[src/rtl/id_ex_stage.sv]
// ID/EX pipeline register: captures the decoded instruction, inserts bubbles on
// flush or load-use hazard, and forwards EX/MEM or MEM/WB results onto the ALU operands.
module id_ex_stage #(
    parameter int          DW     = 32,
    parameter int          RW     = 5,
    parameter logic [5:0]  NOP_OP = 6'd0
) (
    input  logic          clk,
    input  logic          reset,
    // id_valid qualifies every id_* field; when stall_id is high the upstream stage
    // holds the same instruction and re-presents it on the following cycle.
    input  logic          id_valid,
    input  logic [5:0]    id_opcode,
    input  logic [4:0]    id_aluctl,
    input  logic          id_sign,
    input  logic [RW-1:0] id_rs,
    input  logic [RW-1:0] id_rt,
    input  logic [RW-1:0] id_dst,
    input  logic [DW-1:0] id_rs_data,
    input  logic [DW-1:0] id_rt_data,
    input  logic [DW-1:0] id_imm,
    input  logic [4:0]    id_shamt,
    input  logic          id_srca_sh,
    input  logic          id_srcb_imm,
    input  logic          id_memread,
    input  logic          id_memwrite,
    input  logic          id_regwrite,
    input  logic          ex_flush,
    input  logic          exmem_regwrite,
    input  logic [RW-1:0] exmem_dst,
    input  logic [DW-1:0] exmem_data,
    input  logic          memwb_regwrite,
    input  logic [RW-1:0] memwb_dst,
    input  logic [DW-1:0] memwb_data,
    output logic          stall_id,
    output logic [DW-1:0] alu_in1,
    output logic [DW-1:0] alu_in2,
    output logic [4:0]    alu_ctl,
    output logic [5:0]    ex_opcode,
    output logic          ex_sign,
    output logic [DW-1:0] ex_store_data,
    output logic [RW-1:0] ex_dst,
    output logic          ex_valid,
    output logic          ex_memread,
    output logic          ex_memwrite,
    output logic          ex_regwrite
);

    logic          valid_q, valid_d;
    logic [5:0]    opcode_q, opcode_d;
    logic [4:0]    aluctl_q, aluctl_d;
    logic          sign_q, sign_d;
    logic [RW-1:0] rs_q, rs_d, rt_q, rt_d, dst_q, dst_d;
    logic [DW-1:0] rs_data_q, rs_data_d, rt_data_q, rt_data_d, imm_q, imm_d;
    logic [4:0]    shamt_q, shamt_d;
    logic          srca_sh_q, srca_sh_d, srcb_imm_q, srcb_imm_d;
    logic          memread_q, memread_d, memwrite_q, memwrite_d, regwrite_q, regwrite_d;

    logic          haz;
    logic          bubble;
    logic [DW-1:0] fwd_rs, fwd_rt;

    assign haz = valid_q & memread_q & (dst_q != '0) & id_valid
               & ((dst_q == id_rs) | (dst_q == id_rt));
    assign stall_id = haz & ~ex_flush;
    assign bubble   = ex_flush | haz | ~id_valid;

    always_comb begin
        valid_d    = 1'b0;
        opcode_d   = NOP_OP;
        aluctl_d   = '0;
        sign_d     = 1'b0;
        rs_d       = '0;
        rt_d       = '0;
        dst_d      = '0;
        rs_data_d  = '0;
        rt_data_d  = '0;
        imm_d      = '0;
        shamt_d    = '0;
        srca_sh_d  = 1'b0;
        srcb_imm_d = 1'b0;
        memread_d  = 1'b0;
        memwrite_d = 1'b0;
        regwrite_d = 1'b0;
        if (!bubble) begin
            valid_d    = 1'b1;
            opcode_d   = id_opcode;
            aluctl_d   = id_aluctl;
            sign_d     = id_sign;
            rs_d       = id_rs;
            rt_d       = id_rt;
            dst_d      = id_dst;
            rs_data_d  = id_rs_data;
            rt_data_d  = id_rt_data;
            imm_d      = id_imm;
            shamt_d    = id_shamt;
            srca_sh_d  = id_srca_sh;
            srcb_imm_d = id_srcb_imm;
            memread_d  = id_memread;
            memwrite_d = id_memwrite;
            regwrite_d = id_regwrite;
        end
    end

    always_ff @(posedge clk) begin
        if (reset) begin
            valid_q    <= 1'b0;
            opcode_q   <= '0;
            aluctl_q   <= '0;
            sign_q     <= 1'b0;
            rs_q       <= '0;
            rt_q       <= '0;
            dst_q      <= '0;
            rs_data_q  <= '0;
            rt_data_q  <= '0;
            imm_q      <= '0;
            shamt_q    <= '0;
            srca_sh_q  <= 1'b0;
            srcb_imm_q <= 1'b0;
            memread_q  <= 1'b0;
            memwrite_q <= 1'b0;
            regwrite_q <= 1'b0;
        end else begin
            valid_q    <= valid_d;
            opcode_q   <= opcode_d;
            aluctl_q   <= aluctl_d;
            sign_q     <= sign_d;
            rs_q       <= rs_d;
            rt_q       <= rt_d;
            dst_q      <= dst_d;
            rs_data_q  <= rs_data_d;
            rt_data_q  <= rt_data_d;
            imm_q      <= imm_d;
            shamt_q    <= shamt_d;
            srca_sh_q  <= srca_sh_d;
            srcb_imm_q <= srcb_imm_d;
            memread_q  <= memread_d;
            memwrite_q <= memwrite_d;
            regwrite_q <= regwrite_d;
        end
    end

    // EX/MEM is the younger result, so it wins when both stages write the same register.
    always_comb begin
        fwd_rs = rs_data_q;
        if (exmem_regwrite && exmem_dst != '0 && exmem_dst == rs_q)
            fwd_rs = exmem_data;
        else if (memwb_regwrite && memwb_dst != '0 && memwb_dst == rs_q)
            fwd_rs = memwb_data;
        fwd_rt = rt_data_q;
        if (exmem_regwrite && exmem_dst != '0 && exmem_dst == rt_q)
            fwd_rt = exmem_data;
        else if (memwb_regwrite && memwb_dst != '0 && memwb_dst == rt_q)
            fwd_rt = memwb_data;
    end

    assign alu_in1       = srca_sh_q ? {{(DW-5){1'b0}}, shamt_q} : fwd_rs;
    assign alu_in2       = srcb_imm_q ? imm_q : fwd_rt;
    assign ex_store_data = fwd_rt;
    assign alu_ctl       = aluctl_q;
    assign ex_opcode     = opcode_q;
    assign ex_sign       = sign_q;
    assign ex_dst        = dst_q;
    assign ex_valid      = valid_q;
    assign ex_memread    = memread_q;
    assign ex_memwrite   = memwrite_q;
    assign ex_regwrite   = regwrite_q;

endmodule

[config.mk]
export PLATFORM = sky130hd
export DESIGN_NAME = id_ex_stage
export DESIGN_NICKNAME = d
export VERILOG_FILES = /design/src/rtl/id_ex_stage.sv
export SDC_FILE = /design/constraint.sdc
export NUM_CORES = 1
export LEC_CHECK = 0
export ABC_AREA = 1
export CAP_MARGIN = 20
export CORE_MARGIN = 8
export CORE_UTILIZATION = 41
export CTS_CLUSTER_DIAMETER = 40
export DETAILED_ROUTE_END_ITERATION = 6
export HOLD_SLACK_MARGIN = 0.1
export PLACE_DENSITY = 0.92
export SLEW_MARGIN = 20
export SYNTH_ARGS = -nofsm -noshare
export SYNTH_HDL_FRONTEND = slang
export SYNTH_SLANG_ARGS = --single-unit
export TNS_END_PERCENT = 20
[constraint.sdc]
create_clock -name clk -period 2.05 [get_ports clk]
set_input_delay 0.41 -clock clk [delete_from_list [all_inputs] [get_ports clk]]
set_output_delay 0.41 -clock clk [all_outputs]
set_load 0.01 [all_outputs]
==> results.py <==
metrics = {
    "outcome": {
        "status": "complete, but fails checks",
        "failed_checks": "setup timing",
    },
    "routing": {
        "firstDrtPassIters": 5,
        "routed_wl_microns": 33800,
        "drtIter0Drc": 729,
        "post_drt_wl_per_cell_microns": 20.6,
        "viasPerCell": 5.23,
        "ant_nets": 0,
        "drc_errors": 0,
        "num_vias": 8599,
    },
    "worst_setup_path": {
        "cp_data_required_time_ns": 1.64,
        "startpoint_type": "flop",
        "crit_fanout": 6,
        "r2r_start": "ex_dst[3]",
        "reg2reg_depth": 9,
        "rrSetupSlack_ns": 0.34,
        "arrival_ns": 2.21,
        "r2r-end": "imm_q[31]",
        "end_kind": "primary output",
        "crit_type": "flop to primary output",
    },
    "power": {
        "leakagePower_nw": 6.55,
        "cellPowerDensity_nw_per_um2": 590,
        "ir_worst_vdd_mv": 0.531,
    },
    "yosys": {
        "async_flop_share_pct": 0,
        "yosysMostFrequentCell": "nand3_1",
        "synth-simple-area-share_pct": 40.3,
        "synth_nets": 1237,
        "synth_top_area_cell": "dfxtp_1",
        "synth_area_sq_um": 6780,
        "synth.area.mux_share_pct": 0,
        "synth_edf_count": 0,
        "synthAdderAreaFrac_pct": 0,
        "synth_top_family_by_area": "simple AND/OR/NAND/NOR gates",
        "synth-seq-cells": 134,
        "ys_warn_count": 0,
        "yosys-top-cells-count": "215 x nand3_1, 198 x inv_1, 153 x nand2_1, 146 x nor2_1, 134 x dfxtp_1",
        "yosys.area.top_type_share_pct": 39.6,
        "synth.area.top_cells": "dfxtp_1 40%, nand3_1 16%, inv_1 11%",
        "netlist_instances": 1024,
        "dominantRegCellSynth": "dfxtp_1",
        "synth_cell_types": 24,
        "ys_seq_area_share_pct": 39.6,
        "synth_compound_area_share_pct": 0.498,
        "synth-xor-area-share_pct": 3.75,
        "syn_area_per_cell_sq_um": 6.62,
    },
    "global_routing": {
        "use_met3_pct": 8.78,
        "grt_pass1_vias": 9038,
        "busiest_layer": "met2",
        "grt-ovfl-total": 0,
        "grt_pass1_wl_microns": 48600,
        "met1_usage_pct": 33.2,
        "grt_antenna_before_repair": 3,
        "grtUsageMet2_pct": 53.3,
        "track_usage_pct": 30.6,
        "grt_max_degree": 47,
    },
    "cts": {
        "cts_root_buf": "clkbuf_16",
        "cts.sinks": 134,
        "clkTransAtPathRegs_ns": 0.07,
        "cts_made_buffers": 17,
        "cts_tree": "built",
        "htree_levels": 4,
        "postCtsHoldBufs": 0,
        "clock_path_buffers": 2,
        "clkLatencyLatePin_ns": 0.43,
    },
    "placement": {
        "port_buffers": 330,
        "routabilityCongestion": 0.920,
        "dp_hpwl_microns": 22200,
        "place_area_sq_um": 10600,
    },
    "sta": {
        "rsz0062_at_grt": "yes",
        "fin_ws_ns": -0.567,
        "layout_min_cycle_time_ns": 2.62,
        "clock_skew_ns": 0.00898,
        "fmax_mhz": 382,
        "setup_violations": 97,
        "slew_viol_final": 0,
        "worst_slew_pin_slew_ns": 0.475,
        "final-hold-violation-count": 0,
        "min_period_over_period_pct": 128,
        "maxSlewHeadroom_pct": 68.3,
    },
    "worst_hold_path": {
        "whs_endpoint": "imm_q[6]",
        "hp-start": "id_imm[6]",
        "holdPathStages": 3,
        "hold_class": "primary input to flop",
    },
    "cells_and_area": {
        "final_layout_size_suffix_gt1_share_pct": 30.7,
        "design_area_sq_um": 12700,
        "nets": 1621,
        "final_core_util_pct": 77.6,
        "area_growth_pct": 87.1,
    },
    "job": {
        "max-cap-violations": 0,
    },
    "floorplan": {
        "die_w_microns": 145,
        "core_sq_um": 16300,
        "die_area_sq_um": 20900,
        "die_h_microns": 145,
        "rows": 47,
        "io-pin-count": 331,
        "initial_core_util_pct": 41.5,
    },
}
==> stage by stage <==
stage	worst slack [ns]	cells	TNS, ns	hold WS [ns]	power (mW)
floorplan	0.210	1024	0	0.522	3.21
global placement	-1.00	1566	-89.78	0.919	4.04
detailed placement	-1.09	1566	-99.43	0.934	4.07
CTS	-0.559	1630	-38.84	0.490	7.36
global route	-0.697	1643	-52.26	0.496	7.72
finish	-0.567	1644	-42.89	0.498	7.48
==> per-layer routing <==
layer | routed length (microns) | up-vias
met1 | 12000 | 3983
met3 | 3530 | 132
met2 | 16700 | 578
met4 | 1510 | 2
met5 | 13 | -
li1 | - | 3904
==> flip-flops by register name (all words and copies together) (netlist names), 5 cells and up <==
register,flops
alu_ctl,5
ex_dst,5
ex_opcode,6
imm_q,32
rs_data_q,32
rs_q,5
rt_data_q,32
rt_q,5
shamt_q,5
==> power breakdown <==
part,switching [mW],internal (mW),total (mW)
Combinational,0.706,0.811,1.52
Sequential,0.0364,2.67,2.71
Clock,1.31,1.94,3.25
Total,2.05,5.43,7.48
==> cell families (layout without fill, tap and decap cells) <==
group,after synthesis,in the layout
simple gates,596,596
buf+inv,259,656
flops,134,134
xor+xnor,29,29
compound gates,6,6
other cells,0,3
==> timing repair <==
action | in CTS | in global routing
gates resized for setup | 601 | 159
pin swaps | 46 | 42
buffers inserted | 23 | 14
gates cloned | 9 | 4
setup endpoints to repair | 97 | 97
==> cells in the final DEF, fill, tap and decap left out, drive strengths merged <==
cell           synthesis  routed
clkdlybuf4s15          0       3
diode                  0       3
buf                   48     194
inv                  198     205
dlygate4sd2            0       3
and3                   1       1
nand2                154     154
xnor2                 11      11
nand3b                 7       7
nor2                 152     152
and2                  32      32
bufinv                 0       3
o21ai                  6       6
nand3                216     216
xor2                  18      18
nand4                 32      32
nor3                   2       2
dfxtp                134     134
clkbuf                13      22
clkdlybuf4s50          0     221
clkinvlp               0       1
clkinv                 0       4
==> worst max-delay path, stage by stage, from the launching register on <==
cell	delay, ns
dfxtp_4	0.36
buf_6	0.12
xnor2_2	0.20
nand2_2	0.12
nor3_4	0.17
buf_6	0.15
buf_12	0.11
buf_16	0.13
nand3_1	0.13
nand3_2	0.11
nand2_1	0.05
buf_2	0.13
==> final cells by class <==
class                   count  area, sq um
repair buffers            426         4360
multi-input cells         631         3980
fillers                  1109         3660
flip-flops and latches    134         2700
inverters                 198          746
clock buffers              17          425
well taps                 220          275
clock inverters            15          189
diodes                      3         7.51
==> worst max path at each step <==
stage,from,to,slack [ns],cells past startpoint
2_1_floorplan,memwb_dst[3],alu_in1[11],0.21,7
3_3_place_gp,memwb_dst[2],alu_in1[31],-1.0,13
3_5_place_dp,memwb_dst[2],alu_in1[15],-1.09,12
4_1_cts,rt_q[1],alu_in2[27],-0.56,12
5_1_grt,rt_q[1],alu_in2[24],-0.70,11
6_report,rt_q[1],alu_in2[14],-0.57,11
Power figures use the tool's default switching activity.
